==> config.mk <==
export PLATFORM = sky130hd
export DESIGN_NAME = qspi_target_flat
export DESIGN_NICKNAME = d
export VERILOG_FILES = /design/src/rtl/fx2qspi_pkg.sv /design/src/rtl/qspi_target_if.sv /design/src/rtl/qspi_sync_edge.sv /design/src/rtl/qspi_target.sv /design/src/flat_wrapper.sv
export SDC_FILE = /design/constraint.sdc
export NUM_CORES = 1
export LEC_CHECK = 0
export ABC_AREA = 1
export CAP_MARGIN = 20
export CELL_PAD_IN_SITES_DETAIL_PLACEMENT = 1
export CELL_PAD_IN_SITES_GLOBAL_PLACEMENT = 1
export CORE_MARGIN = 10
export CORE_UTILIZATION = 37
export CTS_CLUSTER_SIZE = 25
export DETAILED_ROUTE_END_ITERATION = 7
export GPL_ROUTABILITY_DRIVEN = 0
export MAX_ROUTING_LAYER = met4
export PLACE_DENSITY_LB_ADDON = 0.12
export SYNTH_ARGS = -nofsm -noshare
export SYNTH_HDL_FRONTEND = slang
export SYNTH_SLANG_ARGS = --single-unit
==> constraint.sdc <==
create_clock -name FX_IFCLK -period 1.62 [get_ports FX_IFCLK]
set_clock_uncertainty 0.2 [all_clocks]
set_input_delay 0.486 -clock FX_IFCLK [delete_from_list [all_inputs] [get_ports FX_IFCLK]]
set_output_delay 0.486 -clock FX_IFCLK [all_outputs]
set_load 0.02 [all_outputs]
==> src/rtl/fx2qspi_pkg.sv <==
// rtl/fx2qspi_pkg.sv - shared QSPI mode, direction and FSM definitions
package fx2qspi_pkg;

  localparam logic [1:0] MODE_SPI = 2'b00;
  localparam logic [1:0] MODE_DPI = 2'b01;
  localparam logic [1:0] MODE_QPI = 2'b10;

  localparam logic DIR_OUT = 1'b0;
  localparam logic DIR_IN  = 1'b1;

  typedef enum logic [1:0] {
    ST_IDLE  = 2'd0,
    ST_SEL   = 2'd1,
    ST_SHIFT = 2'd2
  } state_t;

  // The reserved encoding behaves as plain SPI
  function automatic logic [1:0] norm_mode(input logic [1:0] m);
    return (m == 2'b11) ? MODE_SPI : m;
  endfunction

  function automatic logic [3:0] beats_per_byte(input logic [1:0] m);
    case (m)
      MODE_DPI: return 4'd4;
      MODE_QPI: return 4'd2;
      default:  return 4'd8;
    endcase
  endfunction

endpackage

==> src/rtl/qspi_target_if.sv <==
// rtl/qspi_target_if.sv - host-facing pads and byte streams of the QSPI target
interface qspi_target_if;

  logic [1:0] cfg_mode;
  logic       cfg_dir;
  logic       SPI_CS;
  logic       SPI_CLK;
  logic [3:0] io_in;
  logic [3:0] io_out;
  logic [3:0] io_oe;
  logic [7:0] rx_data;
  logic       rx_valid;
  logic [7:0] tx_data;
  logic       tx_valid;
  logic       tx_ready;
  logic       tx_underrun;
  logic       frame_err;
  logic       busy;

  modport slave (
    input  cfg_mode, cfg_dir, SPI_CS, SPI_CLK, io_in, tx_data, tx_valid,
    output io_out, io_oe, rx_data, rx_valid, tx_ready, tx_underrun, frame_err, busy
  );

  modport master (
    output cfg_mode, cfg_dir, SPI_CS, SPI_CLK, io_in, tx_data, tx_valid,
    input  io_out, io_oe, rx_data, rx_valid, tx_ready, tx_underrun, frame_err, busy
  );

endinterface

==> src/rtl/qspi_sync_edge.sv <==
// rtl/qspi_sync_edge.sv - multi-stage synchroniser with rise/fall pulses
module qspi_sync_edge #(
  parameter int   STAGES  = 2,
  parameter logic RST_VAL = 1'b1
) (
  input  logic i_clk,
  input  logic i_rst_n,
  input  logic i_d,
  output logic o_rise,
  output logic o_fall
);

  logic [STAGES-1:0] r_sync;
  logic              r_prev;
  logic              w_q;

  always_ff @(posedge i_clk or negedge i_rst_n) begin
    if (!i_rst_n) begin
      r_sync <= {STAGES{RST_VAL}};
      r_prev <= RST_VAL;
    end else begin
      r_sync <= {r_sync[STAGES-2:0], i_d};
      r_prev <= r_sync[STAGES-1];
    end
  end

  assign w_q    = r_sync[STAGES-1];
  assign o_rise = w_q & ~r_prev;
  assign o_fall = ~w_q & r_prev;

endmodule

==> src/rtl/qspi_target.sv <==
// rtl/qspi_target.sv - oversampled mode-3 QSPI responder in SPI/DPI/QPI widths
module qspi_target
  import fx2qspi_pkg::*;
#(
  parameter int         SYNC_STAGES = 2,
  parameter logic [7:0] IDLE_BYTE   = 8'hFF
) (
  input logic          FX_IFCLK,
  input logic          RST_N,
  qspi_target_if.slave bus
);

  logic       w_cs_rise, w_cs_fall, w_clk_rise, w_clk_fall;
  logic [3:0] r_io_sync [SYNC_STAGES];
  logic [3:0] w_io;

  state_t     r_state;
  logic [1:0] r_mode;
  logic       r_dir;
  logic [2:0] r_beat;
  logic [7:0] r_rx_sh, r_rx_data, r_tx_sh, r_hold;
  logic       r_hold_full, r_tx_ready;
  logic       r_rx_valid, r_tx_underrun, r_frame_err, r_busy;
  logic [3:0] r_io_out, r_oe;
  logic       w_last, w_rx_active, w_tx_active;
  logic [7:0] w_rx_next, w_load_byte;

  qspi_sync_edge #(.STAGES(SYNC_STAGES), .RST_VAL(1'b1)) u_cs_sync (
    .i_clk(FX_IFCLK), .i_rst_n(RST_N), .i_d(bus.SPI_CS),
    .o_rise(w_cs_rise), .o_fall(w_cs_fall)
  );

  qspi_sync_edge #(.STAGES(SYNC_STAGES), .RST_VAL(1'b1)) u_clk_sync (
    .i_clk(FX_IFCLK), .i_rst_n(RST_N), .i_d(bus.SPI_CLK),
    .o_rise(w_clk_rise), .o_fall(w_clk_fall)
  );

  // Same depth as the CLK synchroniser so data lines up with the detected edge
  always_ff @(posedge FX_IFCLK or negedge RST_N) begin
    if (!RST_N) begin
      for (int i = 0; i < SYNC_STAGES; i++) r_io_sync[i] <= 4'h0;
    end else begin
      r_io_sync[0] <= bus.io_in;
      for (int i = 1; i < SYNC_STAGES; i++) r_io_sync[i] <= r_io_sync[i-1];
    end
  end
  assign w_io = r_io_sync[SYNC_STAGES-1];

  function automatic logic [7:0] rx_shift(input logic [1:0] m, input logic [7:0] sh,
                                          input logic [3:0] io);
    case (m)
      MODE_DPI: return {sh[5:0], io[1:0]};
      MODE_QPI: return {sh[3:0], io};
      default:  return {sh[6:0], io[0]};
    endcase
  endfunction

  function automatic logic [3:0] tx_beat(input logic [1:0] m, input logic [7:0] b);
    case (m)
      MODE_DPI: return {2'b00, b[7:6]};
      MODE_QPI: return b[7:4];
      default:  return {2'b00, b[7], 1'b0};
    endcase
  endfunction

  function automatic logic [7:0] tx_shl(input logic [1:0] m, input logic [7:0] b);
    case (m)
      MODE_DPI: return {b[5:0], 2'b00};
      MODE_QPI: return {b[3:0], 4'h0};
      default:  return {b[6:0], 1'b0};
    endcase
  endfunction

  function automatic logic [3:0] oe_for(input logic [1:0] m, input logic d);
    if (m == MODE_SPI)           return 4'b0010;
    if (m == MODE_DPI && d == DIR_IN) return 4'b0011;
    if (m == MODE_QPI && d == DIR_IN) return 4'b1111;
    return 4'b0000;
  endfunction

  assign w_last      = (r_beat == 3'(beats_per_byte(r_mode) - 4'd1));
  assign w_rx_active = (r_mode == MODE_SPI) || (r_dir == DIR_OUT);
  assign w_tx_active = (r_mode == MODE_SPI) || (r_dir == DIR_IN);
  assign w_rx_next   = rx_shift(r_mode, r_rx_sh, w_io);
  assign w_load_byte = r_hold_full ? r_hold : IDLE_BYTE;

  always_ff @(posedge FX_IFCLK or negedge RST_N) begin
    if (!RST_N) begin
      r_state       <= ST_IDLE;
      r_mode        <= MODE_SPI;
      r_dir         <= DIR_OUT;
      r_beat        <= 3'd0;
      r_rx_sh       <= 8'h00;
      r_rx_data     <= 8'h00;
      r_tx_sh       <= 8'h00;
      r_hold        <= 8'h00;
      r_hold_full   <= 1'b0;
      r_tx_ready    <= 1'b1;
      r_rx_valid    <= 1'b0;
      r_tx_underrun <= 1'b0;
      r_frame_err   <= 1'b0;
      r_busy        <= 1'b0;
      r_io_out      <= 4'h0;
      r_oe          <= 4'h0;
    end else begin
      r_rx_valid    <= 1'b0;
      r_tx_underrun <= 1'b0;
      r_frame_err   <= 1'b0;

      // A full register has tx_ready low, so an offer can never collide with its load
      if (bus.tx_valid && r_tx_ready) begin
        r_hold      <= bus.tx_data;
        r_hold_full <= 1'b1;
        r_tx_ready  <= 1'b0;
      end

      case (r_state)
        ST_IDLE: begin
          if (w_cs_fall) begin
            r_mode  <= norm_mode(bus.cfg_mode);
            r_dir   <= bus.cfg_dir;
            r_oe    <= oe_for(norm_mode(bus.cfg_mode), bus.cfg_dir);
            r_beat  <= 3'd0;
            r_busy  <= 1'b1;
            r_state <= ST_SEL;
          end
        end
        ST_SEL, ST_SHIFT: begin
          if (w_cs_rise) begin
            r_frame_err <= (r_beat != 3'd0);
            r_beat      <= 3'd0;
            r_busy      <= 1'b0;
            r_oe        <= 4'h0;
            r_state     <= ST_IDLE;
          end else begin
            if (w_clk_rise && r_state == ST_SHIFT) begin
              if (w_rx_active) r_rx_sh <= w_rx_next;
              if (w_last) begin
                r_beat <= 3'd0;
                if (w_rx_active) begin
                  r_rx_data  <= w_rx_next;
                  r_rx_valid <= 1'b1;
                end
              end else begin
                r_beat <= r_beat + 3'd1;
              end
            end
            if (w_clk_fall) begin
              r_state <= ST_SHIFT;
              if (w_tx_active) begin
                if (r_beat == 3'd0) begin
                  r_io_out <= tx_beat(r_mode, w_load_byte);
                  r_tx_sh  <= tx_shl(r_mode, w_load_byte);
                  if (r_hold_full) begin
                    r_hold_full <= 1'b0;
                    r_tx_ready  <= 1'b1;
                  end else begin
                    r_tx_underrun <= 1'b1;
                  end
                end else begin
                  r_io_out <= tx_beat(r_mode, r_tx_sh);
                  r_tx_sh  <= tx_shl(r_mode, r_tx_sh);
                end
              end
            end
          end
        end
        default: r_state <= ST_IDLE;
      endcase
    end
  end

  // Pads are released in the very cycle the deselect is seen
  assign bus.io_oe       = w_cs_rise ? 4'h0 : r_oe;
  assign bus.io_out      = r_io_out;
  assign bus.rx_data     = r_rx_data;
  assign bus.rx_valid    = r_rx_valid;
  assign bus.tx_ready    = r_tx_ready;
  assign bus.tx_underrun = r_tx_underrun;
  assign bus.frame_err   = r_frame_err;
  assign bus.busy        = r_busy;

endmodule

==> src/flat_wrapper.sv <==
// flat-port wrapper written by rule: the top's interface ports become plain ports
module qspi_target_flat import fx2qspi_pkg::*;
#(
  parameter int         SYNC_STAGES = 2,
  parameter logic [7:0] IDLE_BYTE   = 8'hFF
)
  (FX_IFCLK, RST_N, bus_cfg_mode, bus_cfg_dir, bus_SPI_CS, bus_SPI_CLK, bus_io_in, bus_tx_data, bus_tx_valid, bus_io_out, bus_io_oe, bus_rx_data, bus_rx_valid, bus_tx_ready, bus_tx_underrun, bus_frame_err, bus_busy);
  qspi_target_if bus_i ();
  input logic FX_IFCLK;
  input logic RST_N;
  input wire logic [$bits(bus_i.cfg_mode)-1:0] bus_cfg_mode;
  input wire logic [$bits(bus_i.cfg_dir)-1:0] bus_cfg_dir;
  input wire logic [$bits(bus_i.SPI_CS)-1:0] bus_SPI_CS;
  input wire logic [$bits(bus_i.SPI_CLK)-1:0] bus_SPI_CLK;
  input wire logic [$bits(bus_i.io_in)-1:0] bus_io_in;
  input wire logic [$bits(bus_i.tx_data)-1:0] bus_tx_data;
  input wire logic [$bits(bus_i.tx_valid)-1:0] bus_tx_valid;
  output wire logic [$bits(bus_i.io_out)-1:0] bus_io_out;
  output wire logic [$bits(bus_i.io_oe)-1:0] bus_io_oe;
  output wire logic [$bits(bus_i.rx_data)-1:0] bus_rx_data;
  output wire logic [$bits(bus_i.rx_valid)-1:0] bus_rx_valid;
  output wire logic [$bits(bus_i.tx_ready)-1:0] bus_tx_ready;
  output wire logic [$bits(bus_i.tx_underrun)-1:0] bus_tx_underrun;
  output wire logic [$bits(bus_i.frame_err)-1:0] bus_frame_err;
  output wire logic [$bits(bus_i.busy)-1:0] bus_busy;
  assign bus_i.cfg_mode = bus_cfg_mode;
  assign bus_i.cfg_dir = bus_cfg_dir;
  assign bus_i.SPI_CS = bus_SPI_CS;
  assign bus_i.SPI_CLK = bus_SPI_CLK;
  assign bus_i.io_in = bus_io_in;
  assign bus_i.tx_data = bus_tx_data;
  assign bus_i.tx_valid = bus_tx_valid;
  assign bus_io_out = bus_i.io_out;
  assign bus_io_oe = bus_i.io_oe;
  assign bus_rx_data = bus_i.rx_data;
  assign bus_rx_valid = bus_i.rx_valid;
  assign bus_tx_ready = bus_i.tx_ready;
  assign bus_tx_underrun = bus_i.tx_underrun;
  assign bus_frame_err = bus_i.frame_err;
  assign bus_busy = bus_i.busy;
  qspi_target #(.SYNC_STAGES(SYNC_STAGES), .IDLE_BYTE(IDLE_BYTE)) u_core (.FX_IFCLK(FX_IFCLK), .RST_N(RST_N), .bus(bus_i));
endmodule
# After elaboration in Yosys (flattened, before gate mapping)
# Cells that the tools add are included.
[classes] add_sub_neg=2 mul=0 div=0 magnitude_cmp=0 n_eq_ne=12 shift=0 mux=70 n_bitwise=10 n_reduce_logical=21
[ops] cell="$pmux 8 s2" count=3
[ops] cell="$mux 1" count=41
[ops] cell="$mux 4" count=9
[ops] cell="$pmux 4 s2" count=3
[ops] cell="$mux 8" count=2
[ops] cell="$mux 3" count=4
[ops] cell="$pmux 3 s2" count=2
[ops] cell="$eq 2x2->1 const B" count=4
[ops] cell="$mux 2" count=4
[ops] cell="$reduce_and 4->1" count=2
[ops] cell="$eq 2x1->1 const B" count=3
[ops] cell="$logic_not 2->1" count=3
[ops] cell="$not 1->1" count=6
[ops] cell="$reduce_and 2->1" count=3
[ops] cell="$reduce_and 3->1" count=2
[ops] cell="$reduce_and 5->1" count=1
[ops] cell="$and 1x1->1" count=4
[ops] cell="$logic_and 1x1->1" count=4
[ops] cell="$ne 2x2->1 const B" count=2
[ops] cell="$pmux 2 s2" count=1
[ops] cell="$add 3x1->3 const B" count=1
[ops] cell="$eq 3x3->1" count=1
[ops] cell="$logic_not 3->1" count=1
[ops] cell="$ne 3x2->1 const B" count=1
[ops] cell="other kinds (7)" count=8
[totals] regBits=67 latchBits=0 ram_bits=0 rom_bits=0 input_bits=20 output_inout_bits=21 word_cells=137 mem_count=0

# Logic depth before layout (Yosys ltp)
# Gate-level depths: netlist of the first run.
[logic_depth] ltp_word=18 ltp_mapped=10 ltp_nobuf=10

# Hierarchy
# Synthesis of the first run repeated with hierarchy kept, for this count alone.
[unflattened] hier_cells=401 area_unflattened_um2=3318.2
[by_module_without_submodules] module="qspi_target" n_inst=1 cells_each=387 area_each_um2=3130.5
[by_module_without_submodules] module="qspi_sync_edge" n_inst=2 cells_each=7 area_each_um2=93.8

# Worst setup path after synthesis of the first run
# Ideal clock, no wire load.
[synth_timing] kind="reg2reg" startpoint="register u_core.r_mode[0]" endpoint="register u_core.r_rx_data[0], in the netlist u_core.bus.rx_data[0]" setup_ns=0.117 arrival_time_ns=1.394 required_ns=1.303 slack_ns=-0.091 stages_incl_launch_ff=10 period_less_slack_ns=1.711 cell_sequence="dfrtp_1 inv_1 ha_1 buf_6 a21oi_2 nand3_2 inv_2 nand2_4 nand2_1 nand2_1"
[synth_between] elab_chain_len=5 elab_cells_between_ends=8
[synth_rtl] item="start: declaration" line="qspi_target.sv:18" rtl="logic [1:0] r_mode;"
[synth_rtl] item="start signal: assignment" line="qspi_target.sv:120" rtl="r_mode <= norm_mode(bus.cfg_mode);"
[synth_rtl] item="$eq 2x2->1 / $eq 2x1->1 (equally long branches)" line="fx2qspi_pkg.sv:23" rtl="case (m)"
[synth_rtl] item="$pmux 3 s2" line="fx2qspi_pkg.sv:23"
[synth_rtl] item="$sub 3x1->3" line="qspi_target.sv:81" rtl="assign w_last = (r_beat == 3'(beats_per_byte(r_mode) - 4'd1));"
[synth_rtl] item="$eq 3x3->1" line="qspi_target.sv:81"
[synth_rtl] item="$reduce_and 5->1 (no source line) (*)"
[synth_rtl] item="end signal: assignment" line="qspi_target.sv:141" rtl="r_rx_data <= w_rx_next;"
[synth_rtl] item="end: declaration" line="qspi_target.sv:21" rtl="logic [7:0] r_rx_sh, r_rx_data, r_tx_sh, r_hold;"
# Mark *: on every way between the ends. The rest lies on a longest branch, timed or not.
# A chain may end at the register's enable or synchronous reset.

# Worst setup path in the final report of the first run
[layout_timing] startpoint="register u_core.u_cs_sync.r_sync[1]" endpoint="output bus_io_oe[3]"
[layout_between] elab_chain_len=2
[layout_rtl] item="start: declaration" line="qspi_sync_edge.sv:13" rtl="logic [STAGES-1:0] r_sync;"
[layout_rtl] item="start signal: assignment" line="qspi_sync_edge.sv:19" rtl="r_sync <= {STAGES{RST_VAL}};"
[layout_rtl] item="start signal: assignment" line="qspi_sync_edge.sv:22" rtl="r_sync <= {r_sync[STAGES-2:0], i_d};"
[layout_rtl] item="$and 1x1->1" line="qspi_sync_edge.sv:28" rtl="assign o_rise = w_q & ~r_prev;"
[layout_rtl] item="$mux 4"
[layout_rtl] item="end: declaration" line="flat_wrapper.sv:19" rtl="output wire logic [$bits(bus_i.io_oe)-1:0] bus_io_oe;"
# Every way passes these cells.

==> impl_metrics.csv, run 1 <==
group,metric,value,unit
synthesis,synth-seq-cells,66,
routing,drt-total-wl,10890,um
clocking,cts_sinks,66,
timing,fin_crit,1.953,ns
routing,postRouteAntennaNets,0,
global_routing,overflow,0,
setup_path,start_kind,"flip-flop",
flow_run,maxCapViolations,0,
place,io_buffers,40,
global_routing,grt_max_degree,67,
pwr,clkPwrFrac,0.165,
setup_path,rr_endpoint,"u_core.r_beat[0]$_DFFE_PN0P_",
setup_path,ff2ff_setup_slack,-0.25,ns
timing,hold_viol,0,
timing,clock.fmax,512.0,MHz
layout,fin_area,5070,um^2
pwr,p_per_area,1807,nW/um^2
synthesis,ys_types,28,
pwr,power.internal,5.187,mW
clocking,clockBufferDepth,2,
global_routing,grt_pass1_wl,17490,um
floorplanning,io_pins,41,
floorplanning,rows,34,
synthesis,synth_area_per_cell,8.058,um^2
floorplanning,dieArea,13080,um^2
global_routing,grt_pass1_vias,3474,
place,hpwlAfterDp,6698,um
global_routing,grt_antenna_before_repair,0,
setup_path,critPathCapture,"bus_io_oe[3]",
pwr,netSwitchingPower,3.975,mW
layout,nFillCells,1032,
setup_path,worstPathRequired,0.93,ns
setup_path,cp-startpoint,"u_core.u_cs_sync.r_sync[1]$_DFF_PN1_",
timing,relSlewSlack,0.6993,
floorplanning,initial_core_util,0.3798,
place,dp_slack,-0.5107,ns
setup_path,crit_arrival,1.27,ns
synthesis,syn_area,3296,um^2
routing,wire_per_inst,17.06,um
layout,seq_area,1660,um^2
setup_path,reg2reg_from,"u_core.u_cs_sync.r_sync[1]$_DFF_PN1_",
pwr,comb_power_share,0.569,
floorplanning,die_x,114.4,um
timing,drv_slew,0,
place,placed_area,4244,um^2
pwr,ir_drop,1.038,mV
outcome,failed_checks,"setup timing",
floorplanning,core,8678,um^2
timing,fin_ws,-0.3332,ns
floorplanning,dieHeight,114.4,um
setup_path,r2r_cells,10,
clocking,cts_max_level,3,
timing,rsz0062_at_grt,"true",
synthesis,syn-num-nets,441,
global_routing,track_usage,0.1693,
clocking,root_buffer,"clkbuf_8",
pwr,power_frac_seq,0.266,
clocking,cts_tree,"built",
clocking,clock_latency,0.34,ns
routing,dr.pass1.iters,4,
timing,layout_worst_path_cycle_share,1.206,
timing,worst_pin_slew,0.4511,ns
layout,diodes,0,
pwr,p_sw_frac,0.4339,
routing,drt_iter0_markers,113,
timing,setup_violations,48,
hold_path,worst_hold_path_type,"flip-flop to flip-flop",
layout,multi_input_area,1714,um^2
routing,drc_errors,0,
outcome,status,"finished with violations",
synthesis,synth_cells,409,
synthesis,yosysSeqAreaShare,0.5038,
setup_path,path_class,"flip-flop to primary output",
clocking,clk_pin_slew,0.08,ns
clocking,cts_buffers,9,
routing,via_per_inst,4.964,
routing,vias,3167,
pwr,total_power,9.161,mW
setup_path,end_kind,"primary output",
synthesis,yosysWarnings,0,
layout,syn_to_final_growth,53.83,%
layout,drive_gt1_frac,0.3943,
setup_path,cp_max_fo,4,
layout,nNetsFinal,557,
pwr,p_leak,2.490,nW
## layout make-up
cell class,count,share of cell area
Clock inverter,5,0.01209
Timing Repair Buffer,113,0.2135
Tap cell,108,0.02665
Clock buffer,11,0.02986
Inverter,55,0.04911
Sequential cell,66,0.3275
Timing Repair inverter,1,0.003208
Multi-Input combinational cell,279,0.3381
## cells by family after synthesis
| group | count (synthesis) | synth area share |
|---|---|---|
| simple gates | 220 | 0.2878 |
| flops | 66 | 0.5038 |
| buf+inv | 65 | 0.08580 |
| compound gates | 46 | 0.07707 |
| fa+ha+maj | 12 | 0.04556 |
## how the worst min path moves through the flow
stage | startpoint | end | slack (ns) | cells past startpoint
after global placement | u_core.r_io_sync[4]$_DFF_PN0_ | u_core.w_io[0]$_DFF_PN0_ | 0.14 | 0
after detailed placement | u_core.r_io_sync[5]$_DFF_PN0_ | u_core.w_io[1]$_DFF_PN0_ | 0.14 | 0
after floorplan | RST_N | u_core.bus.busy$_DFFE_PN0P_ | -0.01 | 0
after CTS | u_core.r_io_sync[5]$_DFF_PN0_ | u_core.w_io[1]$_DFF_PN0_ | 0.14 | 0
final | u_core.r_io_sync[5]$_DFF_PN0_ | u_core.w_io[1]$_DFF_PN0_ | 0.14 | 0
after global routing | u_core.r_io_sync[5]$_DFF_PN0_ | u_core.w_io[1]$_DFF_PN0_ | 0.14 | 0
## cells in the final DEF, fill, tap and decap left out, types with 3 or more instances in the layout
cell type,n
a21oi_1,14
buf_12,8
buf_2,15
buf_4,47
buf_6,21
clkbuf_8,11
clkdlybuf4s50_1,16
clkinvlp_4,3
dfrtp_1,59
dfstp_2,7
ha_1,8
inv_1,38
inv_2,10
inv_4,3
inv_8,3
nand2_1,107
nand2_2,23
nand2_4,7
nand2_8,5
nand3_1,25
nand3_2,8
nand3_4,3
nand4_1,9
nor2_1,23
nor2_2,4
nor2_4,4
o211ai_1,4
o21ai_0,7
o21ai_1,5
o21ai_2,10
## power groups by stage
stage	Sequential (mW)	Clock, mW	Combinational [mW]
3_3_place_gp	2.40	0	3.68
2_1_floorplan	2.40	0	2.20
3_5_place_dp	2.42	0	3.76
4_1_cts	2.40	1.54	4.79
6_report	2.44	1.51	5.21
5_1_grt	2.50	1.61	5.67
## registers in the layout, summed over array words and instances (netlist names)
signal,flops
u_core.r_mode,2
u_core.u_clk_sync.r_sync,2
u_core.r_oe,4
u_core.u_cs_sync.r_sync,2
u_core.bus.frame_err,1
u_core.r_io_sync,4
u_core.bus.tx_underrun,1
u_core.bus.rx_valid,1
u_core.u_clk_sync.r_prev,1
u_core.r_tx_sh,7
u_core.bus.tx_ready,1
u_core.r_hold,8
u_core.r_dir,1
u_core.bus.io_out,4
u_core.u_cs_sync.r_prev,1
u_core.w_io,4
u_core.bus.busy,1
u_core.r_hold_full,1
u_core.r_rx_sh,7
u_core.r_state,2
u_core.r_beat,3
u_core.bus.rx_data,8
## routing by layer
layer	vias to the layer above	GRT usage	routed length, um
li1	1529	-	-
met1	1570	0.2036	4713
met2	58	0.2844	5716
met3	10	0.03302	338
met4	0	0.04344	119
met5	-	-	0
## timing repair
action | CTS | global route
gates resized for setup | 193 | 40
hold buffers | 1 | 0
hold endpoints to repair | 59 | 0
pin swaps | 33 | 9
setup endpoints to repair | 60 | 53
setup buffers | 15 | 6
cloned | 4 | 0
## worst max-delay path: stages (launching register included)
cell and delay [ns]:
dfstp_2 0.54, inv_2 0.05, nor2_4 0.11, nor2_1 0.07, buf_4 0.16
## per-stage QoR
stage / hold WS [ns] / setup TNS (ns) / cells / utilization
after floorplan: -0.009591 / 0 / 409 / -
after global placement: 0.1361 / -6.729 / 597 / 0.4890
after detailed placement: 0.1365 / -9.244 / 597 / 0.4890
after CTS: 0.1393 / -6.795 / 632 / 0.5620
after global routing: 0.1366 / -10.64 / 638 / 0.5842
final: 0.1419 / -7.847 / 638 / 0.5842
## cell usage after synthesis (all sizes together)
cell type,n,area share
nand3,36,0.056
clkinv,1,0.0011
nand2,141,0.17
a31oi,2,0.0038
buf,10,0.022
a21boi,1,0.0023
nor3,3,0.0095
o211ai,4,0.0091
nor2,31,0.035
nand4,9,0.017
o21ai,22,0.033
o22ai,1,0.0019
a21oi,16,0.027
inv,54,0.062
dfstp,7,0.056
dfrtp,59,0.45
ha,12,0.046
Power figures use the tool's default switching activity.
==> run 2: changes to the inputs <==
--- a/config.mk
+++ b/config.mk
@@ -9,7 +9,7 @@
 export CAP_MARGIN = 20
 export CELL_PAD_IN_SITES_DETAIL_PLACEMENT = 1
 export CELL_PAD_IN_SITES_GLOBAL_PLACEMENT = 1
-export CORE_MARGIN = 10
+export CORE_MARGIN = 2
 export CORE_UTILIZATION = 37
 export CTS_CLUSTER_SIZE = 25
 export DETAILED_ROUTE_END_ITERATION = 7
==> run 2 against run 1 <==
  * Sequential share of layout area decreased by 1.9 points
  * Combinational power increased by 14%
  * Count of clock-buffer cells in the layout increased by 3
  * Largest power group unchanged
  * Die area decreased by 26%
  * Design area increased by 6.1%
  * Fmax decreased by 1.5%
  * The flow still finishes with violations (setup timing)
  * Flip-flop and latch count unchanged
  * Total power increased by 8.9%
  * Clock power about the same
  * Cell count increased by 0.63%
  * Utilization increased by 3.6 points
  * Non-clock buffer count increased by 4
==> impl_metrics.csv, run 2 (synthesis results as in run 1) <==
group,metric,value,unit
setup_path,cpPeakStageDelay,0.54,ns
floorplanning,initial_core_util,0.3798,
pwr,p_leak,2.651,nW
routing,dr.pass1.iters,4,
timing,setup_violations,44,
layout,final_cell_count_no_fill,642,
clocking,root_buffer,"clkbuf_8",
timing,fin_crit,1.982,ns
global_routing,track_usage,0.2352,
routing,met3_length,498,um
place,dp_slack,-0.4589,ns
floorplanning,io_pins,41,
timing,worst_pin_slew,0.5424,ns
hold_path,hp-start,"u_core.r_io_sync[5]$_DFF_PN0_",
pwr,ir_drop,0.9177,mV
layout,layout_common_cells,"nand2_1 (84), dfrtp_1 (59), buf_4 (43)",
clocking,clock_latency,0.36,ns
routing,wl_met2,6725,um
pwr,p_per_area,1854,nW/um^2
outcome,status,"finished with violations",
setup_path,crit_arrival,1.30,ns
floorplanning,rows,34,
setup_path,reg2reg_from,"u_core.r_state[0]$_DFFE_PN0P_",
routing,vias,3352,
flow_run,maxCapViolations,0,
global_routing,grt_antenna_before_repair,0,
layout,diodes,0,
place,io_buffers,40,
clocking,cts_tree,"built",
floorplanning,die_x,98.38,um
routing,wire_per_inst,19.71,um
routing,via_per_inst,5.221,
timing,clock.fmax,504.5,MHz
layout,drive_gt1_frac,0.4794,
setup_path,path_class,"flip-flop to primary output",
floorplanning,dieHeight,98.38,um
clocking,cts_sinks,66,
routing,drc_errors,0,
place,placed_cells,592,
setup_path,worstPathCellList,"inv_2, nor2_4, nor2_1, buf_2",
global_routing,grt_pass1_vias,3496,
global_routing,grt_pass1_wl,17150,um
outcome,failed_checks,"setup timing",
timing,relSlewSlack,0.6384,
routing,drt_iter0_markers,150,
hold_path,whs_endpoint,"u_core.w_io[1]$_DFF_PN0_",
setup_path,r2r_cells,12,
timing,hold_viol,0,
floorplanning,core,8678,um^2
setup_path,rr_endpoint,"u_core.r_hold_full$_DFF_PN0_",
clocking,clockBufferDepth,2,
layout,nNetsFinal,561,
setup_path,ff2ff_setup_slack,-0.23,ns
routing,drt-total-wl,12660,um
floorplanning,dieArea,9678,um^2
clocking,cts_buffers,9,
routing,highest_layer,"met4",
setup_path,start_kind,"flip-flop",
timing,rsz0062_at_grt,"true",
clocking,cts_max_level,3,
setup_path,end_kind,"primary output",
hold_path,worst_hold_path_type,"flip-flop to flip-flop",
routing,wl_met1,5065,um
setup_path,worstPathRequired,0.93,ns
place,hpwlAfterDp,6432,um
timing,layout_worst_path_cycle_share,1.223,
routing,postRouteAntennaNets,0,
timing,fin_ws,-0.3620,ns
global_routing,grt_max_degree,26,
clocking,clk_pin_slew,0.08,ns
setup_path,cp_max_fo,4,
layout,syn_to_final_growth,63.25,%
global_routing,overflow,0,
timing,drv_slew,0,
layout,layout_commonest_cell,"nand2_1",
hold_path,holdPathStages,0,
setup_path,crit_path_top_delay_cell,"dfstp_2",
==> run 2: timing repair <==
action | 4_1_cts | 5_1_grt
hold buffers | 1 | 0
pin swaps | 30 | 40
buffers inserted | 18 | 18
gates cloned | 6 | 0
hold endpoints to repair | 7 | 0
setup endpoints to repair | 60 | 53
gates resized for setup | 189 | 121
==> run 2: area by class of cell <==
class	instances	area, um^2
inverters	55	259.0
flip-flops and latches	66	1660
well taps	108	135.1
clock inverters	2	35.03
multi-input cells	279	1951
fillers	988	3298
repair buffers	117	1159
repair inverters	1	8.758
clock buffers	14	172.7
==> run 2: power breakdown <==
group | switching, mW | internal (mW) | total (mW) | leakage (nW)
sequential | 0.426 | 2.09 | 2.52 | 0.823
clock | 0.656 | 0.837 | 1.49 | 0.107
combinational | 3.38 | 2.58 | 5.96 | 1.72
total | 4.47 | 5.51 | 9.97 | 2.65
==> run 2: stage by stage <==
stage          utilization  TNS (ns)  hold slack [ns]  cell area (um^2)  total power [mW]
6_report            0.6200    -7.049           0.1423              5380             9.973
5_1_grt             0.6200    -9.642           0.1542              5380             10.49
4_1_cts             0.5696    -6.545           0.1490              4943             8.577
3_5_place_dp        0.4847    -8.052           0.1402              4207             6.113
3_3_place_gp        0.4847    -6.560           0.1350              4207             6.015
2_1_floorplan            -         0        -0.009591              3324             4.600
==> run 2: how the worst max path moves through the flow <==
stage	from	endpoint	slack, ns	cells past startpoint
floorplan	u_core.r_mode[0]$_DFFE_PN0P_	u_core.bus.rx_data[0]$_DFFE_PN0P_	0.004	9
global placement	u_core.u_cs_sync.r_sync[1]$_DFF_PN1_	bus_io_oe[3]	-0.45	4
detailed placement	bus_cfg_mode[0]	u_core.r_oe[3]$_DFFE_PN0P_	-0.46	6
CTS	u_core.u_cs_sync.r_sync[1]$_DFF_PN1_	bus_io_oe[3]	-0.36	4
global route	u_core.u_cs_sync.r_sync[1]$_DFF_PN1_	bus_io_oe[0]	-0.40	4
finish	u_core.u_cs_sync.r_sync[1]$_DFF_PN1_	bus_io_oe[0]	-0.36	4
==> run 2: worst max-delay path, delay by kind of cell, from the launching register on <==
family | cells | cell delay, ns
buf+inv | 2 | 0.20
flops | 1 | 0.54
simple gates | 2 | 0.20
==> run 2: per-layer routing <==
| metal | track usage | vias up |
|---|---|---|
| li1 | - | 1542 |
| met3 | 0.03937 | 26 |
| met1 | 0.2787 | 1692 |
| met5 | - | - |
| met4 | 0.1064 | 0 |
| met2 | 0.3925 | 92 |
